--- src/rtl/ieee754_int_to_float_mc_if.sv ---
// Handshake bundle for the integer-to-single-precision converter.
// The master side issues requests and consumes results; the slave side is the converter.
interface ieee754_int_to_float_mc_if;
  logic        in_valid;
  logic        in_ready;
  logic [31:0] in_int;
  logic        in_unsigned;
  logic        out_valid;
  logic        out_ready;
  logic [31:0] result;
  logic        inexact;

  modport master (
    output in_valid, in_int, in_unsigned, out_ready,
    input  in_ready, out_valid, result, inexact
  );

  modport slave (
    input  in_valid, in_int, in_unsigned, out_ready,
    output in_ready, out_valid, result, inexact
  );
endinterface

--- src/rtl/ieee754_int_to_float_mc.sv ---
// Multi-cycle 32-bit integer (signed/unsigned) to IEEE-754 single converter (FCVT.S.W/WU).
// Iterative left-normalisation, then one round-to-nearest-even cycle.
module ieee754_int_to_float_mc #(
  parameter int SHIFT_STEP = 1
) (
  input logic                       clk,
  input logic                       rst_n,
  ieee754_int_to_float_mc_if.slave  bus
);

  localparam logic [4:0] STEP_AMT = 5'(SHIFT_STEP);

  typedef enum logic [1:0] {IDLE, NORM, ROUND, DONE} state_t;

  state_t      state_reg, state_next;
  logic [31:0] mag_reg;
  logic [4:0]  sh_reg;
  logic        sign_reg;
  logic [31:0] result_reg;
  logic        inexact_reg;

  logic        accept;
  logic        wide_step_ok;
  logic        in_sign;
  logic [31:0] in_mag;

  logic [22:0] frac_raw;
  logic        guard_bit;
  logic        sticky_bit;
  logic        round_up;
  logic [23:0] mant_sum;
  logic [7:0]  exp_pre;
  logic [7:0]  exp_fin;

  assign accept  = bus.in_valid & (state_reg == IDLE);
  assign in_sign = ~bus.in_unsigned & bus.in_int[31];
  // Negating 0x80000000 wraps to itself, which is the correct magnitude.
  assign in_mag  = in_sign ? (32'd0 - bus.in_int) : bus.in_int;

  // A multi-bit step is only taken when the whole top window is zero, so it never overshoots.
  generate
    if (SHIFT_STEP > 1) begin : g_wide_step
      assign wide_step_ok = ~|mag_reg[31 -: SHIFT_STEP];
    end else begin : g_unit_step
      assign wide_step_ok = 1'b0;
    end
  endgenerate

  assign frac_raw   = mag_reg[30:8];
  assign guard_bit  = mag_reg[7];
  assign sticky_bit = |mag_reg[6:0];
  assign round_up   = guard_bit & (sticky_bit | frac_raw[0]);
  assign mant_sum   = {1'b0, frac_raw} + {23'd0, round_up};
  assign exp_pre    = 8'd158 - {3'b000, sh_reg};
  // A carry out of the fraction leaves mant_sum[22:0] all zero and bumps the exponent.
  assign exp_fin    = exp_pre + {7'd0, mant_sum[23]};

  always_ff @(posedge clk or negedge rst_n) begin
    if (!rst_n) begin
      state_reg <= IDLE;
    end else begin
      state_reg <= state_next;
    end
  end

  always_comb begin
    state_next = state_reg;
    case (state_reg)
      IDLE:  if (accept) state_next = (bus.in_int == 32'd0) ? DONE : NORM;
      NORM:  if (mag_reg[31]) state_next = ROUND;
      ROUND: state_next = DONE;
      DONE:  if (bus.out_ready) state_next = IDLE;
      default: state_next = IDLE;
    endcase
  end

  always_comb begin
    bus.in_ready  = (state_reg == IDLE);
    bus.out_valid = (state_reg == DONE);
    bus.result    = result_reg;
    bus.inexact   = inexact_reg;
  end

  always_ff @(posedge clk or negedge rst_n) begin
    if (!rst_n) begin
      mag_reg     <= 32'd0;
      sh_reg      <= 5'd0;
      sign_reg    <= 1'b0;
      result_reg  <= 32'd0;
      inexact_reg <= 1'b0;
    end else begin
      case (state_reg)
        IDLE: begin
          if (accept) begin
            sign_reg <= in_sign;
            mag_reg  <= in_mag;
            sh_reg   <= 5'd0;
            if (bus.in_int == 32'd0) begin
              result_reg  <= 32'd0;
              inexact_reg <= 1'b0;
            end
          end
        end
        NORM: begin
          if (!mag_reg[31]) begin
            if (wide_step_ok) begin
              mag_reg <= mag_reg << SHIFT_STEP;
              sh_reg  <= sh_reg + STEP_AMT;
            end else begin
              mag_reg <= mag_reg << 1;
              sh_reg  <= sh_reg + 5'd1;
            end
          end
        end
        ROUND: begin
          result_reg  <= {sign_reg, exp_fin, mant_sum[22:0]};
          inexact_reg <= guard_bit | sticky_bit;
        end
        default: ;
      endcase
    end
  end

endmodule

--- src/flat_wrapper.sv ---
// flat-port wrapper written by rule: the top's interface ports become plain ports
module ieee754_int_to_float_mc_flat 
#(
  parameter int SHIFT_STEP = 1
)
  (clk, rst_n, bus_in_valid, bus_in_int, bus_in_unsigned, bus_out_ready, bus_in_ready, bus_out_valid, bus_result, bus_inexact);
  ieee754_int_to_float_mc_if bus_i ();
  input logic clk;
  input logic rst_n;
  input wire logic [$bits(bus_i.in_valid)-1:0] bus_in_valid;
  input wire logic [$bits(bus_i.in_int)-1:0] bus_in_int;
  input wire logic [$bits(bus_i.in_unsigned)-1:0] bus_in_unsigned;
  input wire logic [$bits(bus_i.out_ready)-1:0] bus_out_ready;
  output wire logic [$bits(bus_i.in_ready)-1:0] bus_in_ready;
  output wire logic [$bits(bus_i.out_valid)-1:0] bus_out_valid;
  output wire logic [$bits(bus_i.result)-1:0] bus_result;
  output wire logic [$bits(bus_i.inexact)-1:0] bus_inexact;
  assign bus_i.in_valid = bus_in_valid;
  assign bus_i.in_int = bus_in_int;
  assign bus_i.in_unsigned = bus_in_unsigned;
  assign bus_i.out_ready = bus_out_ready;
  assign bus_in_ready = bus_i.in_ready;
  assign bus_out_valid = bus_i.out_valid;
  assign bus_result = bus_i.result;
  assign bus_inexact = bus_i.inexact;
  ieee754_int_to_float_mc #(.SHIFT_STEP(SHIFT_STEP)) u_core (.clk(clk), .rst_n(rst_n), .bus(bus_i));
endmodule
--- config.mk ---
export PLATFORM = sky130hd
export DESIGN_NAME = ieee754_int_to_float_mc_flat
export DESIGN_NICKNAME = d
export VERILOG_FILES = /design/src/rtl/ieee754_int_to_float_mc_if.sv /design/src/rtl/ieee754_int_to_float_mc.sv /design/src/flat_wrapper.sv
export SDC_FILE = /design/constraint.sdc
export NUM_CORES = 1
export LEC_CHECK = 0
export ABC_AREA = 1
export BUFFER_PORTS_ARGS = -buffer_cell sky130_fd_sc_hd__buf_2
export CAP_MARGIN = 20
export CORE_ASPECT_RATIO = 1.5
export CORE_MARGIN = 2
export CORE_UTILIZATION = 25
export CTS_CLUSTER_SIZE = 10
export DETAILED_ROUTE_END_ITERATION = 12
export GPL_ROUTABILITY_DRIVEN = 0
export SETUP_SLACK_MARGIN = 0.4
export SLEW_MARGIN = 20
export SYNTH_ARGS = -nofsm -noshare
export SYNTH_HDL_FRONTEND = slang
export SYNTH_SLANG_ARGS = --single-unit
export TNS_END_PERCENT = 10
--- constraint.sdc ---
create_clock -name clk -period 2 [get_ports clk]
set_input_delay 0.4 -clock clk [delete_from_list [all_inputs] [get_ports clk]]
set_output_delay 0.4 -clock clk [all_outputs]
set_load 0.02 [all_outputs]
==> run metrics, run 1 <==
Seq/Total Area, Yosys=36.09%; Final min period=around 1.9 ns; synth warn=0; pwr/cell area=between 1000 and 1500 nW/um2; Initial Util=between 20% and 30%; vias=between 5000 and 6000; FMAX=521.6 MHz; Max IR drop VDD=~530 uV; critical path required time=approximately 2.3 ns; pin count of the biggest net entering global routing=74; Slew headroom=73.47%; Slew @ Worst Pin=around 0.40 ns; Reg power frac=around a quarter; Area Growth Syn to Fin=31.51%; DIE HEIGHT=178.3 um; Switch Pwr=between 4000 and 5000 uW; TritonCTS Buffers=9; fillers=approximately 2100; core area=about 20000 um2; clk_skew=~0.012 ns; placed insts=about 1100; Initial DRT Pass Iterations=5; Routed Antenna Nets=0; H-Tree Depth=3; Iteration-0 DRC Markers=about 360; DIE AREA=21430 um2; period utilization=between 90% and 100%; first-pass GRT wire length=around 26 mm; Post-Syn Nets=between 800 and 900; RSZ-0062 raised after global routing=yes; TritonCTS clock tree=built; FF+latch count, synth=73; post-synthesis average cell area=6.670 um2; max-cap check violation count=0; P_leak=around 0.0033 uW; sw frac=between 40% and 50%; Slew Viols, Final=0; Main synth FF type=dfrtp_1; commonest cells after routing, fill and taps aside=nand2_1 (220), nor2_1 (113), nand3_1 (80); Design Area, Final=about 6700 um2; critical path type=reg2reg; Startpoint Class=register; Final #Nets=943; worst min path class=in2async; mapped cell area=about 5100 um2; status=complete, no violations; drt total wl=15.69 mm; post-layout util=between 30% and 40%; layout cells sized above 1=between 20% and 30%; DPL Wire Length=about 12 mm; GRT Resource Usage Total=between 10% and 20%; IO Port Bufs=between 70 and 80; chip width=around 120 um; antenna diode count=0; worst-path fanout max=3; vias in the first global route=around 5400; Distinct cells, synth=33; Layout Cells excl Fill=approximately 1200; Cell Area, Placed=around 6100 um2; Internal=between 5000 and 6000 uW; Post-synth EDFFs=0; Cells after Synth=759; clock power share=roughly 17%; Skew-Pair Late Insertion Delay=between 0.3 and 0.4 ns; clock slew at reported path FFs=0.07 ns; clock tree root buffer cell=clkbuf_16; clk buf depth=2; clk sinks=between 70 and 80; Async SR Flop Fraction=100.0%; combinational fraction of design power=approximately 58%; total grt overflow=0; initial antenna violation count=0; Cell Rows=63; most common library cell in the layout ignoring fill and taps=nand2_1; Final setup viols=0; wire per inst=~14 um; Worst setup EP type=register; DR vias/cell=~4.6; final hold violations=0; DRC violations left=0; I/O pin count=72; critical path data arrival time=between 2 and 2.5 ns
[metrics by stage]
stage                     hold WS [ns]  power [uW]  setup slack (ns)  setup TNS, ns
after global placement          0.4626        7719          -0.02308        -0.3346
final                          0.06480        9785           0.08269              0
after detailed placement        0.4622        7789          -0.04034        -0.4695
after CTS                      0.09575        9704            0.1766              0
after global routing            0.1176       10640          -0.07798        -0.1002
after floorplan                 0.1044        5928            0.1948              0
[worst max-delay path, cell delays in order (launching register included)]
cell and delay [ns]:
dfrtp_1 0.36, nand2_2 0.10, nor2_4 0.15, nand2_2 0.08, inv_2 0.07, nand2_2 0.06
nor3_2 0.12, nand4_1 0.19, ha_2 0.24, nand2_2 0.08, nor2_1 0.05, xnor2_1 0.14
nand2_1 0.08, o21ai_2 0.13
[kinds of logic after synthesis]
family	count (synthesis)	share of synthesized area [%]
and+or+nand+nor	460	38.06
AOI/OAI and AO/OA	107	12.83
buffers and inverters	95	8.205
DFF	73	36.08
xor gates and xnor gates	15	2.595
adders and majority gates	9	2.224
[path summary, 6_finish.rpt]
kind / end / slack [ns] / depth (start not counted) / start
max: u_core.bus.result[27]$_DFFE_PN0P_ / 0.08 / 13 / u_core.mag_reg[11]$_DFFE_PN0P_
min: u_core.state_reg[1]$_DFFE_PN0P_ / 0.06 / 2 / rst_n
max reg2reg: u_core.bus.result[27]$_DFFE_PN0P_ / 0.08 / 13 / u_core.mag_reg[11]$_DFFE_PN0P_
min reg2reg: u_core.bus.result[15]$_DFFE_PN0P_ / 0.47 / 2 / u_core.bus.result[15]$_DFFE_PN0P_
max in group asynchronous: u_core.bus.result[29]$_DFFE_PN0P_ / 1.60 / 2 / rst_n
min in group clk: u_core.mag_reg[0]$_DFFE_PN0P_ / 0.37 / 3 / bus_in_int[0]
[routing by layer]
metal	track usage, %	share of wire (%)	vias to the layer above	routed length (um)
met4	6.422	2.6	0	414
li1	-	-	2711	-
met5	0	0	-	0
met1	17.07	41	2430	6411
met2	28.43	53	124	8260
met3	2.078	3.8	28	601
[repair_timing]
item,CTS,global route
gates resized for setup,19,12
pin swaps,6,4
endpoints found under the setup margin,69,73
hold buffers,0,0
setup buffers,15,5
[cell type report]
| cell class | count | area, um2 | area share [%] |
|---|---|---|---|
| clock buffers | 9 | 225.2 | 3.383 |
| clock inverters | 7 | 78.83 | 1.184 |
| inverters | 70 | 265.3 | 3.984 |
| multi-input cells | 591 | 2928 | 43.98 |
| flip-flops and latches | 73 | 1827 | 27.44 |
| well taps | 260 | 325.3 | 4.886 |
| repair buffers | 152 | 1008 | 15.15 |
[cells in the mapped netlist (5+ instances only)]
cell type    n  share of area [%]
clkbuf_1     8               0.59
nor2_2       7               0.87
o21ai_0     14                1.4
dfrtp_1     73                 36
nor3_1       9               0.89
ha_1         9                2.2
nand2_2      5               0.62
a22oi_1      9                1.3
inv_1       66                4.9
buf_2        7               0.69
o21ai_2     18                3.1
buf_6        5                1.1
nand2_1    229                 17
xor2_1      12                2.1
a21oi_1     58                5.7
nand3_1     80                7.9
nor2_1     119                8.8
[power by group through the flow]
| stage | combinational [uW] | clock [uW] | sequential, uW |
|---|---|---|---|
| floorplan | 3180 | 0 | 2750 |
| global placement | 5240 | 0 | 2480 |
| detailed placement | 5310 | 0 | 2480 |
| CTS | 5580 | 1670 | 2460 |
| global route | 6390 | 1720 | 2530 |
| finish | 5690 | 1630 | 2460 |
Power figures use the tool's default switching activity.
==> run 2, diff against run 1 <==
- ABC_AREA: 1 -> not set
==> run 2 against run 1 <==
  * The flow now finishes with violations (negative setup slack)
  * Non-clock buffer count increased by 13
  * Via count decreased by 22%
  * Critical path depth down 6
  * Combinational power shrank 5.8%
  * Clock skew down 0.0064 ns
  * Maximum frequency is 5.3% lower
  * Cell count shrank 27%
  * Core utilization up 2.5 points
  * First-iteration DRC count down 56%
  * Critical path type is now in2reg
==> run metrics, run 2 <==
Internal=5529 uW (+4.1%); Distinct cells, synth=54 (+64%); Cell Area, Placed=5717 um2 (-6.3%); fillers=1740 (-18%); critical path data arrival time=2.25 ns (+0.07 ns); post-layout util=36.20% (+2.5 points); combinational fraction of design power=55.6% (-2.6 points); Final setup viols=16 (+16); failing checks=negative setup slack; clk_skew=0.005915 ns (-0.006436 ns); I/O pin count=72 (unchanged); antenna diode count=0 (unchanged); mapped cell area=4483 um2 (-11%); clock tree root buffer cell=clkbuf_16; DIE HEIGHT=168.0 um (-5.8%); Startpoint Class=input port; DPL Wire Length=9.789 mm (-20%); Worst setup EP type=register; Cell Rows=60 (-4.8%); clk buf depth=2 (unchanged); TNS Setup=-0.2507 ns (-0.2507 ns); Routed Antenna Nets=0 (unchanged); post-synth top area share=40.75% (+4.7 points); Design Area, Final=6440 um2 (-3.3%); reg2reg path depth=8 (-5); final hold violations=0 (unchanged); Final #Nets=674 (-29%); R2R Setup Slk=0.12 ns (+0.04 ns); IO Port Bufs=71 (unchanged); Slew @ Worst Pin=0.5110 ns (+0.1131 ns); RR Startpoint=u_core.state_reg[1]$_DFFE_PN0P_; Post-synth EDFFs=0 (unchanged); TritonCTS Buffers=9 (unchanged); commonest cells in the netlist=dfrtp_1 (73), nand2_1 (38), nor2_1 (35), xor2_1 (33); pwr/cell area=1497 nW/um2 (+1.9%); P_leak=0.002763 uW (-16%); layout cells sized above 1=38.39% (+12 points); DIE AREA=19040 um2 (-11%); Setup crit end=u_core.bus.result[28]$_DFFE_PN0P_; worst min path class=in2async; period utilization=101.2% (+5.3 points); commonest cells after routing, fill and taps aside=buf_4 (83), dfrtp_1 (73), buf_2 (70); Cells after Synth=484 (-36%); sw frac=42.67% (-3.1 points); worst-path fanout max=4 (+1); vias=4140 (-22%); Max IR drop VDD=573.6 uV (+8.9%); wire per inst=15.73 um (+17%); clock power share=16.5% (-0.2 points); first-pass GRT wire length=20.87 mm (-20%); GRT Resource Usage Total=13.76% (-1.4 points); Slew headroom=65.93% (-7.5 points); status=finished, violations left; clk sinks=73 (unchanged); RSZ-0062 raised after global routing=yes; most common library cell in the layout ignoring fill and taps=buf_4; R2R Path End=u_core.sh_reg[4]$_DFFE_PN0P_; FMAX=494.1 MHz (-5.3%); synth warn=0 (unchanged); Skew-Pair Late Insertion Delay=0.34 ns (about the same); Slew Viols, Final=0 (unchanged); chip width=113.3 um (-5.7%); vias in the first global route=4170 (-22%); DRC violations left=0 (unchanged); synth top area cells=dfrtp_1 (41%), xor2_1 (6.4%), o2bb2ai_1 (3.9%); most common cell in the netlist=dfrtp_1; Area Growth Syn to Fin=43.65%; core area=17790 um2 (-10%); initial antenna violation count=0 (unchanged); Initial DRT Pass Iterations=4 (-1); cell taking the most area after synthesis=dfrtp_1; Seq/Total Area, Yosys=40.75% (+4.7 points); TritonCTS clock tree=built; Final min period=2.024 ns (+0.1064 ns); critical path type=in2reg; DR vias/cell=4.871 (+6.9%); Initial Util=25.20% (-0.39 points); Post-Syn Nets=530 (-34%); Reg power frac=27.9% (+2.8 points); placed insts=824 (-27%); H-Tree Depth=3 (unchanged); Iteration-0 DRC Markers=157 (-56%); Async SR Flop Fraction=100.0% (unchanged); Fin Hold WS=0.06391 ns (-0.0008944 ns); critical path required time=2.22 ns (-0.04 ns); Switch Pwr=4114 uW (-8.1%); max-cap check violation count=0 (unchanged); Layout Cells excl Fill=850 (-27%); total grt overflow=0 (unchanged); clock slew at reported path FFs=0.06 ns (about the same); pin count of the biggest net entering global routing=74 (unchanged); post-synthesis average cell area=9.263 um2 (+39%); Crit. Startpoint=bus_in_int[17]; hold_buf cts=0 (unchanged); Final WS setup=-0.02375 ns (-0.1064 ns); Main synth FF type=dfrtp_1; FF+latch count, synth=73 (unchanged); drt total wl=13.37 mm (-15%)
[run 2: layout make-up]
type | count | area [um2] | area share (%)
clock buffers | 10 | 229.0 | 3.555
multi-input cells | 359 | 2790 | 43.33
clock inverters | 6 | 58.81 | 0.9132
inverters | 20 | 75.07 | 1.166
repair buffers | 165 | 1189 | 18.46
flip-flops and latches | 73 | 1827 | 28.37
well taps | 217 | 271.5 | 4.216
[run 2: cell families (layout without fill, tap and decap cells)]
| logic type | after synthesis | in the layout | share of synthesized area [%] |
|---|---|---|---|
| and+or+nand+nor | 164 | 164 | 18.98 |
| adders and majority gates | 9 | 9 | 2.512 |
| AOI/OAI and AO/OA | 117 | 117 | 18.84 |
| DFF | 73 | 73 | 40.75 |
| xor gates and xnor gates | 51 | 51 | 9.964 |
| buffers and inverters | 52 | 201 | 4.828 |
| muxes | 18 | 18 | 4.130 |
[run 2: per-layer routing]
metal  track usage, %  share of wire (%)  vias up
li1                 -                  -     2065
met1            15.22                 39     1966
met2            24.58                 53       86
met3            3.132                4.4       23
met4            6.681                3.1        0
met5                0                  0        -
[run 2: power by group through the flow]
stage | clock network, uW | registers [uW] | logic (uW)
6_report | 1590 | 2690 | 5360
5_1_grt | 1670 | 2780 | 5830
4_1_cts | 1630 | 2680 | 4850
3_5_place_dp | 0 | 2690 | 4720
3_3_place_gp | 0 | 2700 | 4660
2_1_floorplan | 0 | 2970 | 2670
[run 2: what timing repair did]
action | in CTS | in global routing
buffers inserted | 2 | 5
cloned | 0 | 3
resized for setup | 23 | 44
pin swaps | 8 | 27
setup endpoints to repair | 71 | 71
endpoints found under the hold margin | 0 | 0
[run 2: metrics by stage]
| step | setup slack (ns) | power [uW] |
|---|---|---|
| global route | -0.06114 | 10280 |
| detailed placement | -0.5211 | 7420 |
| CTS | -0.1362 | 9158 |
| floorplan | -0.2076 | 5646 |
| finish | -0.02375 | 9643 |
| global placement | -0.5007 | 7357 |
[run 2: critical path, stage by stage]
cell and delay [ns]:
buf_6 0.09, or4_4 0.55, or3_4 0.38, nor4_4 0.22, a31oi_4 0.15, buf_2 0.18, mux2_2 0.27
[run 2: worst min path at each step]
stage | from | endpoint | slack [ns] | cells after the start
2_1_floorplan | rst_n | u_core.bus.inexact$_DFFE_PN0P_ | 0.10 | 0
3_3_place_gp | rst_n | u_core.sign_reg$_DFFE_PN0P_ | 0.46 | 2
3_5_place_dp | rst_n | u_core.sign_reg$_DFFE_PN0P_ | 0.47 | 2
4_1_cts | rst_n | u_core.sign_reg$_DFFE_PN0P_ | 0.10 | 2
5_1_grt | rst_n | u_core.state_reg[0]$_DFFE_PN0P_ | 0.11 | 2
6_report | rst_n | u_core.state_reg[0]$_DFFE_PN0P_ | 0.06 | 2
